File: src/rtl/camera_frame_writer_if.sv
// camera_frame_writer_if: camera strobe/data inputs and frame-buffer write port of camera_frame_writer.
interface camera_frame_writer_if #(parameter int ADDR_W = 19, parameter int PIX_W = 8);
  logic              pixel_valid;
  logic [31:0]       data_in;
  logic [1:0]        chan_sel;
  logic              frame_done;
  logic [ADDR_W-1:0] addr;
  logic              we;
  logic [PIX_W-1:0]  pixel_out;
  logic              frame_ready;
  logic              rd_buf;
  logic [7:0]        frame_count;
  logic              overflow;
  logic              short_frame;
  modport master (output pixel_valid, data_in, chan_sel, frame_done,
                  input addr, we, pixel_out, frame_ready, rd_buf, frame_count, overflow, short_frame);
  modport slave (input pixel_valid, data_in, chan_sel, frame_done,
                 output addr, we, pixel_out, frame_ready, rd_buf, frame_count, overflow, short_frame);
endinterface

File: src/rtl/camera_frame_writer.sv
// camera_frame_writer: frame-synchronised, decimating camera-to-BRAM pixel writer.
// Define CAM_DOUBLE_BUFFER_EN for ping-pong frame buffers.
module camera_frame_writer #(
  parameter int H_ACTIVE   = 640,
  parameter int V_ACTIVE   = 480,
  parameter int DECIM_LOG2 = 0,
  parameter int PIX_W      = 8,
  parameter int ADDR_W     = 19
) (
  input logic clk,
  input logic reset,
  camera_frame_writer_if.slave bus
);
  localparam int FRAME_PIX = (H_ACTIVE >> DECIM_LOG2) * (V_ACTIVE >> DECIM_LOG2);
  localparam logic [ADDR_W:0] FP = (ADDR_W+1)'(FRAME_PIX);
  localparam logic [15:0] H_LAST = 16'(H_ACTIVE - 1);
  localparam logic [15:0] V_LAST = 16'(V_ACTIVE - 1);
  localparam logic [15:0] DMASK = 16'((1 << DECIM_LOG2) - 1);
  typedef enum logic [1:0] {SYNC, CAPTURE, HOLD} state_t;
  state_t state, state_n;
  logic [15:0] col, row;
  logic [ADDR_W:0] wcount;
  logic [ADDR_W-1:0] base;
  logic [7:0] sel_byte;
  logic keep, wr, ovf, fend;
`ifdef CAM_DOUBLE_BUFFER_EN
  logic wr_buf;
  assign base = wr_buf ? ADDR_W'(FRAME_PIX) : '0;
  always_ff @(posedge clk)
    if (reset) begin
      wr_buf <= 1'b0;
      bus.rd_buf <= 1'b0;
    end else if (fend) begin
      bus.rd_buf <= wr_buf;
      wr_buf <= ~wr_buf;
    end
`else
  assign base = '0;
  assign bus.rd_buf = 1'b0;
`endif
  always_comb begin
    keep = state == CAPTURE && bus.pixel_valid && (col & DMASK) == 16'd0 && (row & DMASK) == 16'd0;
    wr = keep && wcount < FP;
    ovf = keep && wcount >= FP;
    fend = bus.frame_done && state != SYNC;
    sel_byte = bus.data_in[{bus.chan_sel, 3'b000} +: 8];
    state_n = bus.frame_done ? CAPTURE : ovf ? HOLD : state;
  end
  always_ff @(posedge clk) state <= reset ? SYNC : state_n;
  always_ff @(posedge clk)
    if (reset) begin
      bus.addr <= '0;
      bus.we <= 1'b0;
      bus.pixel_out <= '0;
      bus.frame_ready <= 1'b0;
      bus.frame_count <= '0;
      bus.overflow <= 1'b0;
      bus.short_frame <= 1'b0;
      col <= '0;
      row <= '0;
      wcount <= '0;
    end else begin
      bus.we <= wr;
      bus.frame_ready <= fend;
      if (wr) begin
        bus.addr <= base + wcount[ADDR_W-1:0];
        bus.pixel_out <= sel_byte[7 -: PIX_W];
      end
      if (ovf) bus.overflow <= 1'b1;
      // a pixel coinciding with frame_done still counts toward the ending frame
      if (fend) begin
        bus.frame_count <= bus.frame_count + 8'd1;
        if (wcount + (ADDR_W+1)'(wr) < FP) bus.short_frame <= 1'b1;
      end
      if (bus.frame_done) begin
        col <= '0;
        row <= '0;
        wcount <= '0;
      end else if (state == CAPTURE && bus.pixel_valid) begin
        col <= col == H_LAST ? 16'd0 : col + 16'd1;
        if (col == H_LAST && row != V_LAST) row <= row + 16'd1;
        wcount <= wcount + (ADDR_W+1)'(wr);
      end
    end
endmodule
File: src/flat_wrapper.sv
// flat-port wrapper written by rule: the top's interface ports become plain ports
module camera_frame_writer_flat 
#(
  parameter int H_ACTIVE   = 640,
  parameter int V_ACTIVE   = 480,
  parameter int DECIM_LOG2 = 0,
  parameter int PIX_W      = 8,
  parameter int ADDR_W     = 19
)
  (clk, reset, bus_pixel_valid, bus_data_in, bus_chan_sel, bus_frame_done, bus_addr, bus_we, bus_pixel_out, bus_frame_ready, bus_rd_buf, bus_frame_count, bus_overflow, bus_short_frame);
  camera_frame_writer_if #(.ADDR_W(ADDR_W), .PIX_W(PIX_W)) bus_i ();
  input logic clk;
  input logic reset;
  input wire logic [$bits(bus_i.pixel_valid)-1:0] bus_pixel_valid;
  input wire logic [$bits(bus_i.data_in)-1:0] bus_data_in;
  input wire logic [$bits(bus_i.chan_sel)-1:0] bus_chan_sel;
  input wire logic [$bits(bus_i.frame_done)-1:0] bus_frame_done;
  output wire logic [$bits(bus_i.addr)-1:0] bus_addr;
  output wire logic [$bits(bus_i.we)-1:0] bus_we;
  output wire logic [$bits(bus_i.pixel_out)-1:0] bus_pixel_out;
  output wire logic [$bits(bus_i.frame_ready)-1:0] bus_frame_ready;
  output wire logic [$bits(bus_i.rd_buf)-1:0] bus_rd_buf;
  output wire logic [$bits(bus_i.frame_count)-1:0] bus_frame_count;
  output wire logic [$bits(bus_i.overflow)-1:0] bus_overflow;
  output wire logic [$bits(bus_i.short_frame)-1:0] bus_short_frame;
  assign bus_i.pixel_valid = bus_pixel_valid;
  assign bus_i.data_in = bus_data_in;
  assign bus_i.chan_sel = bus_chan_sel;
  assign bus_i.frame_done = bus_frame_done;
  assign bus_addr = bus_i.addr;
  assign bus_we = bus_i.we;
  assign bus_pixel_out = bus_i.pixel_out;
  assign bus_frame_ready = bus_i.frame_ready;
  assign bus_rd_buf = bus_i.rd_buf;
  assign bus_frame_count = bus_i.frame_count;
  assign bus_overflow = bus_i.overflow;
  assign bus_short_frame = bus_i.short_frame;
  camera_frame_writer #(.H_ACTIVE(H_ACTIVE), .V_ACTIVE(V_ACTIVE), .DECIM_LOG2(DECIM_LOG2), .PIX_W(PIX_W), .ADDR_W(ADDR_W)) u_core (.clk(clk), .reset(reset), .bus(bus_i));
endmodule
File: config.mk
export PLATFORM = sky130hd
export DESIGN_NAME = camera_frame_writer_flat
export DESIGN_NICKNAME = d
export VERILOG_FILES = /design/src/rtl/camera_frame_writer_if.sv /design/src/rtl/camera_frame_writer.sv /design/src/flat_wrapper.sv
export SDC_FILE = /design/constraint.sdc
export NUM_CORES = 1
export LEC_CHECK = 0
export ABC_AREA = 1
export CELL_PAD_IN_SITES_DETAIL_PLACEMENT = 2
export CELL_PAD_IN_SITES_GLOBAL_PLACEMENT = 2
export CORE_AREA = 2 2 114 116
export CTS_CLUSTER_SIZE = 10
export DETAILED_ROUTE_END_ITERATION = 16
export DIE_AREA = 0 0 116 118
export GPL_ROUTABILITY_DRIVEN = 1
export PLACE_DENSITY = 0.77
export SYNTH_ARGS = -nofsm -noshare
export SYNTH_HDL_FRONTEND = slang
export SYNTH_SLANG_ARGS = --single-unit
File: constraint.sdc
create_clock -name clk -period 2.2 [get_ports clk]
set_clock_uncertainty 0.05 [all_clocks]
set_input_delay 0.33 -clock clk [delete_from_list [all_inputs] [get_ports clk]]
set_output_delay 0.33 -clock clk [all_outputs]
set_load 0.1 [all_outputs]
* After elaboration in Yosys (flattened, before gate mapping) *
Index checks and enable logic that the tools add are counted.

word-level totals
  flip-flop bits (word level) = 61
  word-level logic and storage cells = 27

operators by class
  multiplexer cells = 2
  eq/ne operators = 1
  add/subtract/negate cells = 2
  shift operators = 1
  $lt $le $gt $ge = 3
  reduce and logical (&&, ||, !) cells = 8

operators with widths
  cell                    count
  $lt A20 B19 Y1 const B  2
  $shiftx A32 B6 Y8       1
  $add A20 B1 Y20         1
  $ge A20 B19 Y1 const B  1
  $add A8 B1 Y8 const B   1
  $logic_and A1 B1 Y1     4
  $reduce_bool A2 Y1      2
  $eq A2 B1 Y1 const B    1
  $mux W1                 2
  $reduce_and A2 Y1       1
  $reduce_or A2 Y1        1

* Depth between registers and ports, before layout *
  word-level depth = 6
  mapped depth = 20
  mapped depth without buffers = 19

* Worst setup path after synthesis *
No wires, ideal clock.

  kind = reg2reg
  from = reg u_core.wcount[12]
  to = reg u_core.bus.short_frame
  period minus slack after synthesis = 2357 ps
  arrival time = 2176 ps
  setup time = 131 ps
  stages on the path, launching flop included = 19
  path slack = -157 ps
  cells stage by stage = dfxtp_1 nand2_1 inv_2 a21oi_2 o21ai_2 nor2_4 buf_2 ha_1 ha_1 nand3_1 inv_1 nand2_1 nor2_1 xor2_1 nor2_1 nand2_1 nand2_1 nand2_1 a21oi_2

between the ends
  cells in the longest elaborated chain, start to end = 5

RTL lines
  element                      RTL line                      RTL
  start: declaration           camera_frame_writer.sv:22     logic [ADDR_W:0] wcount;
  start signal: assignment     camera_frame_writer.sv:82     wcount <= wcount + (ADDR_W+1)'(wr);
  $lt A20 B19 Y1               camera_frame_writer.sv:43     wr = keep && wcount < FP;
  $logic_and A1 B1 Y1          camera_frame_writer.sv:43
  net u_core.wr                camera_frame_writer.sv:25     logic keep, wr, ovf, fend;
  $add A20 B1 Y20              camera_frame_writer.sv:73     if (wcount + (ADDR_W+1)'(wr) < FP) bus.short_frame <= 1'b1;
  $lt A20 B19 Y1               camera_frame_writer.sv:73
  $reduce_and A2 Y1 (no line)  n/a
  end signal: assignment       camera_frame_writer.sv:58     bus.short_frame <= 1'b0;
  end signal: assignment       camera_frame_writer.sv:73
  end: declaration             camera_frame_writer_if.sv:18  output addr, we, pixel_out, frame_ready, rd_buf, frame_count, overflow, short_frame);

The timed path passes the listed nets, and every way through them passes these cells.
A chain may end at the register's enable or synchronous reset.

* Worst setup path after layout *
  from = reg u_core.wcount[15]
  to = reg u_core.bus.short_frame

between the ends
  cells in the longest elaborated chain, start to end = 5

RTL lines
  element                          RTL line
  $lt A20 B19 Y1                   camera_frame_writer.sv:43
  $logic_and A1 B1 Y1              camera_frame_writer.sv:43
  $add A20 B1 Y20 (*)              camera_frame_writer.sv:73
  $lt A20 B19 Y1 (*)               camera_frame_writer.sv:73
  $reduce_and A2 Y1 (no line) (*)  n/a

Mark *: on every way between the ends. The rest lies on a longest branch, timed or not.

==> run summary <==
Status - finished, violations left
Failing checks - negative setup slack
Share of cells above drive strength 1 - 25.34%
Die H - 118 um
Commonest non-fill, non-tap cell in the layout - nor2_1
Setup tns final - -176.9 ps
Overall Global Routing Usage - 16.03%
Clk Latency, worst-skew pair - 340 ps
Power per cell area - 780.5 mW/mm^2
Seq cells post-synth - 61
Final setup vio count - 1
Final std cells w/o fill - 681
Worst hold slack - 438.0 ps
RSZ-0062 raised after global routing - yes
Post-synth top area cell - dfxtp_1
WS Path Type - reg -> reg
First-iteration detailed-routing DRC count - 136
WP data required - 2380 ps
Inserted Clock Buffers - 9
Cell Area, Synth - 0.002932 sq mm
Final WS setup - -176.9 ps
Sequential share of power - 34.3%
Synth warn - 0
Area Overhead vs Synth - 49.55%
Total clock sinks - 61
Sw Ratio - 29.18%
Mean Syn Cell Area - 7.133 sq um
Post-synthesis cell count - 411
1st-pass router iterations - 4
Max cap viols - 0
Largest net degree at the start of global routing - 43
Power Total - 3422 uW
Clock Power Share - 48.4%
Setup crit start kind - register
N_diodes - 0
Max transition margin - 65.53%
Switching pwr - 998.4 uW
Layout Nets - 545
Sequential share of the synthesized area - 41.66%
Cell Int Power - 2424 uW
Hold Fails Final Rpt - 0
CTS H-tree lvls - 3
TritonCTS clock tree - done
Worst-Margin Slew - 516.5 ps
GRT overflow - 0
Maximum fanout along the worst path - 3
Routed length per placed instance - 16.16 um
Final period utilization - 108.0%
First-pass GRT wire length - 17340 um
Final WL - 11000 um
Clock tree buffer depth - 2
Row Count - 41
Critical path endpoint category - register
Routed vias/inst - 4.617
Share of the synthesized area in the top cell type - 41.66%
Buffers on Ports - 76
Dpl cells - 662
Peak VDD IR - 0.3453 mV
Vias in the first global route - 3471
Max-slew violations - 0
Worst EP arrival - 2550 ps
Synth cell types - 32
Worst min path class - reg -> reg
Fin crit period - 2377 ps
Mapped Nets - 452
GP Congestion - 0.8088
Antenna violations before repair - 0
Fmax - 420.7 MHz
Hold buffer count at cts - 0
Sequential cell area - 0.001224 sq mm
Fillers - 1461
Number of I/O pins - 78
Core area - 0.01241 sq mm
Root buf cell - clkbuf_16
Initial core utilization - 23.61%
Horiz. Die Dim - 116 um
Post-DRT Antenna Nets - 0
Largest cells by area after synthesis - dfxtp_1 (42%), nor2_1 (11%), o21ai_0 (9.0%), nand2_1 (5.9%), inv_1 (5.8%)
Share of total power in combinational logic - 17.3%
Lkg Pwr - 0.001790 uW
Die area - 0.01369 sq mm
Detail Placement HPWL - 7630 um
DRC violations left - 0
Area of the multi-input gates - 0.001578 sq mm
Vias - 3144
CTS clk-pin slew, worst paths - 60 ps
Commonest cells after routing, fill and taps aside - nor2_1 (83), buf_4 (62), dfxtp_1 (59), o21ai_0 (48), inv_1 (44)
-- per-stage QoR --
| step | cell area (sq um) | utilization [%] | setup slack, ps |
|---|---|---|---|
| floorplan | 2963 | - | 5.993 |
| global placement | 3901 | 31.43 | -184.4 |
| detailed placement | 3901 | 31.43 | -213.2 |
| CTS | 4268 | 34.38 | -46.35 |
| global route | 4384 | 35.32 | -346.9 |
| finish | 4384 | 35.32 | -176.9 |
-- kinds of logic (layout without fill, tap and decap cells) --
group / Yosys count / count (layout) / synth area share (%)
flip-flops: 61 / 61 / 41.66
adder cells (fa/ha/maj): 3 / 3 / 1.281
XOR/XNOR: 4 / 4 / 1.195
AO/OA/AOI/OAI: 102 / 102 / 19.46
other: 1 / 1 / 0.1279
AND/OR/NAND/NOR: 174 / 174 / 27.14
buffers and inverters: 66 / 164 / 9.133
-- cell usage after synthesis, drive strengths merged --
| library cell | n |
|---|---|
| a211oi | 1 |
| a21oi | 35 |
| a221oi | 1 |
| a31oi | 1 |
| buf | 11 |
| clkbuf | 6 |
| conb | 1 |
| dfxtp | 61 |
| ha | 3 |
| inv | 49 |
| nand2 | 50 |
| nand3 | 13 |
| nand4 | 5 |
| nor2 | 96 |
| nor3 | 6 |
| nor3b | 2 |
| nor4 | 2 |
| o21ai | 56 |
| o32ai | 8 |
| xor2 | 4 |
-- flip-flops by register name, indices dropped and copies added, names as in the netlist --
signal and cells:
u_core.bus.short_frame 1, u_core.state 2, u_core.bus.pixel_out 8, u_core.bus.frame_ready 1
u_core.bus.addr 19, u_core.bus.overflow 1, u_core.bus.we 1, u_core.bus.frame_count 8
u_core.wcount 20
-- power groups by stage --
| stage | Clock, uW | Combinational (uW) | Sequential (uW) |
|---|---|---|---|
| 5_1_grt | 1750 | 630 | 1180 |
| 3_3_place_gp | 0 | 575 | 1200 |
| 6_report | 1660 | 591 | 1180 |
| 4_1_cts | 1690 | 592 | 1180 |
| 3_5_place_dp | 0 | 586 | 1200 |
| 2_1_floorplan | 0 | 143 | 1460 |
-- worst paths after layout --
kind | startpoint | end | slack (ps) | depth (start not counted)
setup / recovery | u_core.wcount[15] | u_core.bus.short_frame | -180 | 17
hold / removal | u_core.bus.frame_count[7] | u_core.bus.frame_count[7] | 440 | 2
setup reg to reg | u_core.wcount[15] | u_core.bus.short_frame | -180 | 17
hold reg to reg | u_core.bus.frame_count[7] | u_core.bus.frame_count[7] | 440 | 2
-- final cells by class --
type,count,area share (%)
clock buffers,9,5.137
clock inverters,7,2.797
repair buffers,99,19.06
inverters,49,4.195
multi-input cells,284,35.99
well taps,172,4.909
flip-flops and latches,61,27.91
-- critical path, cell delays in order (launching register included) --
cell     delay [ps]
dfxtp_2         330
buf_4           130
a21oi_2         150
o21ai_2         100
nor2_4          140
ha_4            170
ha_4            170
nand2_4          60
nor2_4          120
nand4_1         170
nand2_2         150
nand2_2          70
nand2_1         100
nand2_1          60
nand2_1          60
nand2_1          60
nand2_1         110
a21oi_2          60
-- layer usage --
metal / share of wire, % / GRT usage, %
met4: 1.7 / 5.729
met5: 0 / 0
met2: 51 / 28.03
met1: 42 / 18.90
met3: 4.7 / 3.656
-- repair_timing --
action | CTS | global route
endpoints found under the setup margin | 5 | 14
buffers inserted | 0 | 3
pin swaps | 2 | 15
resized for setup | 3 | 31
Power figures use the tool's default switching activity.
